==> config.mk <==
export PLATFORM = sky130hd
export DESIGN_NAME = uart_aes_loader
export DESIGN_NICKNAME = d
export VERILOG_FILES = /design/src/rtl/uart_aes_loader.sv
export SDC_FILE = /design/constraint.sdc
export NUM_CORES = 1
export LEC_CHECK = 0
export ABC_AREA = 1
export CORE_ASPECT_RATIO = 0.5
export CORE_MARGIN = 2
export CORE_UTILIZATION = 45
export DETAILED_ROUTE_END_ITERATION = 8
export GPL_TIMING_DRIVEN = 0
export PLACE_DENSITY_LB_ADDON = 0.1
export SLEW_MARGIN = 20
export SYNTH_ARGS = -nofsm -noshare
export SYNTH_HDL_FRONTEND = slang
export SYNTH_SLANG_ARGS = --single-unit
==> constraint.sdc <==
create_clock -name clk -period 3.3 [get_ports clk]
set_input_delay 0.33 -clock clk [delete_from_list [all_inputs] [get_ports clk]]
set_output_delay 0.33 -clock clk [all_outputs]
set_load 0.03 [all_outputs]
==> src/rtl/uart_aes_loader.sv <==
// Receives an 8N1 command frame ('E'/'D' + 16 key bytes + 16 data bytes) over UART
// and launches the AES core with a one-cycle start pulse once the core is ready.
module uart_aes_loader #(
  parameter int CLKS_PER_BIT = 868,
  parameter int TIMEOUT_CLKS = 10_000_000
) (
  input  logic         clk,
  input  logic         rst_n,
  input  logic         uart_rx,
  input  logic         core_ready,
  output logic         start,
  output logic         enc_dec,
  output logic [127:0] key_out,
  output logic [127:0] data_out,
  output logic         busy,
  output logic         frame_err
);
  localparam int CW = $clog2(CLKS_PER_BIT);
  localparam int TW = $clog2(TIMEOUT_CLKS + 1);
  localparam logic [CW-1:0] HALF_CNT = CW'(CLKS_PER_BIT / 2 - 1);
  localparam logic [CW-1:0] FULL_CNT = CW'(CLKS_PER_BIT - 1);
  localparam logic [TW-1:0] TMO_MAX  = TW'(TIMEOUT_CLKS);

  typedef enum logic [1:0] {RX_IDLE, RX_START, RX_BITS, RX_STOP} rx_state_t;
  typedef enum logic [1:0] {F_CMD, F_KEY, F_DATA, F_WAIT_READY} frame_state_t;

  logic          rx_meta, rx_sync, rx_prev;
  rx_state_t     rx_state;
  logic [CW-1:0] clk_cnt;
  logic [2:0]    bit_idx;
  logic [7:0]    shift_reg, rx_byte;
  logic          byte_valid, ferr;

  frame_state_t  f_state;
  logic [127:0]  key_asm, data_asm;
  logic          mode_pend;
  logic [3:0]    byte_cnt;
  logic [TW-1:0] tmo_cnt;
  logic          in_frame, timeout;

  // Two-flop synchronizer plus one delayed copy for falling-edge detection
  always_ff @(posedge clk or negedge rst_n) begin
    if (!rst_n) begin
      rx_meta <= 1'b1;
      rx_sync <= 1'b1;
      rx_prev <= 1'b1;
    end else begin
      rx_meta <= uart_rx;
      rx_sync <= rx_meta;
      rx_prev <= rx_sync;
    end
  end

  always_ff @(posedge clk or negedge rst_n) begin
    if (!rst_n) begin
      rx_state   <= RX_IDLE;
      clk_cnt    <= '0;
      bit_idx    <= '0;
      shift_reg  <= '0;
      rx_byte    <= '0;
      byte_valid <= 1'b0;
      ferr       <= 1'b0;
    end else begin
      byte_valid <= 1'b0;
      ferr       <= 1'b0;
      case (rx_state)
        RX_IDLE: begin
          if (rx_prev && !rx_sync) begin
            rx_state <= RX_START;
            clk_cnt  <= '0;
          end
        end
        RX_START: begin
          if (clk_cnt == HALF_CNT) begin
            clk_cnt <= '0;
            bit_idx <= '0;
            if (rx_sync) rx_state <= RX_IDLE;
            else         rx_state <= RX_BITS;
          end else begin
            clk_cnt <= clk_cnt + 1'b1;
          end
        end
        RX_BITS: begin
          if (clk_cnt == FULL_CNT) begin
            clk_cnt   <= '0;
            shift_reg <= {rx_sync, shift_reg[7:1]};
            bit_idx   <= bit_idx + 1'b1;
            if (bit_idx == 3'd7) rx_state <= RX_STOP;
          end else begin
            clk_cnt <= clk_cnt + 1'b1;
          end
        end
        RX_STOP: begin
          if (clk_cnt == FULL_CNT) begin
            clk_cnt  <= '0;
            rx_state <= RX_IDLE;
            if (rx_sync) begin
              byte_valid <= 1'b1;
              rx_byte    <= shift_reg;
            end else begin
              ferr <= 1'b1;
            end
          end else begin
            clk_cnt <= clk_cnt + 1'b1;
          end
        end
        default: rx_state <= RX_IDLE;
      endcase
    end
  end

  // A byte arriving in the same cycle as the timeout suppresses the abort
  assign in_frame = (f_state == F_KEY) || (f_state == F_DATA);
  assign timeout  = in_frame && (tmo_cnt == TMO_MAX) && !byte_valid;

  always_ff @(posedge clk or negedge rst_n) begin
    if (!rst_n) begin
      tmo_cnt <= '0;
    end else if (byte_valid) begin
      tmo_cnt <= '0;
    end else if (in_frame && (tmo_cnt != TMO_MAX)) begin
      tmo_cnt <= tmo_cnt + 1'b1;
    end
  end

  always_ff @(posedge clk or negedge rst_n) begin
    if (!rst_n) begin
      f_state   <= F_CMD;
      key_asm   <= '0;
      data_asm  <= '0;
      mode_pend <= 1'b1;
      byte_cnt  <= '0;
      start     <= 1'b0;
      enc_dec   <= 1'b1;
      key_out   <= '0;
      data_out  <= '0;
      busy      <= 1'b0;
      frame_err <= 1'b0;
    end else begin
      start <= 1'b0;
      case (f_state)
        F_CMD: begin
          busy <= 1'b0;
          if (ferr) frame_err <= 1'b1;
          if (byte_valid && ((rx_byte == 8'h45) || (rx_byte == 8'h44))) begin
            // 'E' (0x45) and 'D' (0x44) differ only in bit 0
            mode_pend <= rx_byte[0];
            frame_err <= 1'b0;
            byte_cnt  <= '0;
            busy      <= 1'b1;
            f_state   <= F_KEY;
          end
        end
        F_KEY, F_DATA: begin
          if (ferr || timeout) begin
            frame_err <= 1'b1;
            busy      <= 1'b0;
            f_state   <= F_CMD;
          end else if (byte_valid) begin
            byte_cnt <= byte_cnt + 1'b1;
            if (f_state == F_KEY) key_asm  <= {key_asm[119:0], rx_byte};
            else                  data_asm <= {data_asm[119:0], rx_byte};
            if (byte_cnt == 4'd15) begin
              if (f_state == F_KEY) f_state <= F_DATA;
              else                  f_state <= F_WAIT_READY;
            end
          end
        end
        F_WAIT_READY: begin
          if (byte_valid) frame_err <= 1'b1;
          if (core_ready) begin
            key_out  <= key_asm;
            data_out <= data_asm;
            enc_dec  <= mode_pend;
            start    <= 1'b1;
            f_state  <= F_CMD;
          end
        end
        default: f_state <= F_CMD;
      endcase
    end
  end
endmodule

==> metrics.yaml <==
worst_setup_path:
  cp.required_ps: 3790
  rr_startpoint: "f_state[0]"
  path_class: "register to register"
  worst_ep_arrival_time_ps: 3150
  end_kind: "register"
  start_kind: "register"
  reg2reg_depth: 7
  rr_endpoint: "data_out[2]"
  r2r_slack_ps: 630
  cp-startpoint: "f_state[0]"
  crit_end: "data_out[2]"
  worst-path-max-fanout: 10
detailed_routing:
  vias_per_cell: 4.90
  wire_per_inst_um: 16.2
  highest_layer: "met4"
  dr.pass1.iters: 5
  routed-wl-met2_um: 26600
  drc_errors: 0
  drt_iter0_markers: 1264
  dr_wl_met3_um: 2130
  wirelength_met1_um: 26000
  wl_um: 55600
  vias: 16900
  ant_nets: 0
global_routing:
  grt_usage: 0.216
  antenna_found_initial: 0
  grt-ovfl-total: 0
  grt_max_degree: 97
  grt_pass1_wl_um: 91000
  grt_pass1_vias: 16900
cts:
  cts_sinks: 583
  numCtsBuffers: 51
  cts_tree: "yes"
  clockBufferDepth: 3
  cts_root_buf: "clkbuf_16"
  postCtsSetupBuffers: 0
  clk_pin_slew_ps: 70
  clk_latency_ps: 580
  htreeDepth: 2
sta:
  slew_headroom: 0.371
  max_slew.worst_pin.slew_ps: 943
  fin_crit_sh: 0.808
  fin_crit_ps: 2670
  hold_ws_ps: 172
  setup_viol: 0
  maxSlewViolCount: 0
  fmax_mhz: 375
  timing.final.hold_violations: 0
  fin_setup_tns_ps: 0
  fin_worst_skew_ps: 14.6
  rsz0062_at_grt: "false"
yosys:
  netlist-cell-type-count: 39
  ys_ff_latch: 583
  synth_ff_type: "dfrtp_1"
  syn_area_per_cell_um2: 9.39
  synth_edf_count: 0
  synth_warnings: 0
  async_flop_share: 1.00
  syn_area_um2: 22700
  synth_cells: 2417
  seq_area_frac_synth: 0.643
  syn_nets: 2431
final_layout:
  n_fill_cell: 4573
  drive_gt1_frac: 0.0612
  final_cell_mix: "nand2_1 (669), dfrtp_1 (578), o21ai_0 (524), inv_1 (310), clkdlybuf4s50_1 (262)"
  areaGrowthSynthToFinish_pct: 23.8
  finalNetCount: 2754
  diodes: 0
  layout.cells.most_common: "nand2_1"
die:
  core_um2: 50000
  start_util: 0.454
  dieArea_um2: 52400
  dieWidth_um: 322
  die_h_um: 163
  io_pins: 264
  rows: 58
placed_design:
  gp_congestion: 0.870
  port_buffers: 263
  dp_hpwl_um: 39700
worst_hold_path:
  min-delay-path-class: "input pin to register"
pwr:
  p_clk_frac: 0.453
  p_int_mw: 10.9
  seqPwrFrac: 0.520
  pwr-share-comb: 0.027
  leakage_nw: 12.1
  irDropWorstVdd_uv: 315
  swShare: 0.217
  power.net_switching_mw: 3.01
  power_density_nw_per_um2: 495
  fin_total_pwr_mw: 13.9
outcome:
  status: "finished clean"
flow_run:
  cap_violations: 0
-- metal layers --
metal,up-vias,global-route usage
li1,8276,-
met1,8274,0.306
met2,248,0.358
met3,63,0.0336
met4,0,0.0421
met5,-,0
-- through the flow --
step	area (um^2)	cells	worst slack (ps)	util
2_1_floorplan	22700	2417	1610	-
3_3_place_gp	26200	3340	-24550	0.523
3_5_place_dp	26300	3346	464	0.527
4_1_cts	28100	3439	584	0.562
5_1_grt	28100	3439	447	0.562
6_report	28100	3439	632	0.562
-- power groups by stage --
stage | registers (mW) | logic, mW | clock network [mW]
5_1_grt | 7.23 | 0.455 | 6.79
6_report | 7.23 | 0.380 | 6.30
3_3_place_gp | 7.38 | 0.365 | 0
2_1_floorplan | 7.35 | 0.181 | 0
3_5_place_dp | 7.36 | 0.393 | 0
4_1_cts | 7.23 | 0.394 | 6.44
-- worst max-delay path, cell delays in order (launching register included) --
cell and delay, ps:
dfrtp_1 420, ha_1 250, nand2_1 220, buf_2 350
clkbuf_1 740, buf_2 410, nand2_1 90, o21ai_0 100
-- cells by family (layout without fill, tap and decap cells) --
| family | count (synthesis) | in the layout | share of synthesized area |
|---|---|---|---|
| xor gates and xnor gates | 9 | 9 | 0.00347 |
| AOI/OAI and AO/OA | 565 | 565 | 0.127 |
| buffers and inverters | 440 | 802 | 0.0762 |
| adders and majority gates | 10 | 10 | 0.00551 |
| DFF | 583 | 583 | 0.643 |
| and+or+nand+nor | 810 | 810 | 0.145 |
-- synth_stat cells (3+ instances only) --
| cell | number | area, um^2 |
|---|---|---|
| buf_2 | 27 | 135 |
| dfstp_2 | 5 | 131 |
| nand2_2 | 4 | 25.0 |
| nand4_1 | 18 | 113 |
| o21ai_2 | 9 | 78.8 |
| clkbuf_1 | 74 | 278 |
| o31ai_1 | 6 | 45.0 |
| nor3_1 | 13 | 65.1 |
| nand3_1 | 34 | 170 |
| o21ai_0 | 524 | 2620 |
| xor2_1 | 7 | 61.3 |
| o21ai_1 | 12 | 60.1 |
| nor3_2 | 4 | 40.0 |
| a21oi_1 | 8 | 40.0 |
| nor2_4 | 3 | 33.8 |
| inv_2 | 5 | 18.8 |
| nand3_4 | 3 | 52.6 |
| nand2_1 | 669 | 2510 |
| buf_6 | 5 | 56.3 |
| nor2_1 | 53 | 199 |
| buf_1 | 14 | 52.6 |
| ha_1 | 10 | 125 |
| dfrtp_1 | 578 | 14500 |
| clkinv_1 | 3 | 11.3 |
| inv_1 | 310 | 1160 |
-- what timing repair did --
item | CTS | global route
hold buffers | 1 | 0
gates resized for setup | 0 | 0
endpoints found under the hold margin | 64 | 0
-- area by class of cell --
class                      instances  area (um^2)  share of cell area
timing repair buffer             270         2810               0.100
multi-input combinational       1394         6380               0.227
sequential                       583        14600               0.519
clock buffer                      72         1530              0.0543
tap                              660          826              0.0294
buffer                           121          529              0.0188
clock inverter                    20          238             0.00846
inverter                         319         1200              0.0427
-- worst min-delay path by stage --
stage                  end  startpoint  depth (start not counted)  slack [ps]
3_3_place_gp       rx_sync     rx_meta                          0         350
2_1_floorplan    async pin       rst_n                          0          30
5_1_grt            rx_meta     uart_rx                          1         140
6_report           rx_meta     uart_rx                          1         170
4_1_cts            rx_meta     uart_rx                          1         140
3_5_place_dp   key_out[55]       rst_n                          1         310
Note: power is estimated with default switching activity, not from simulation.
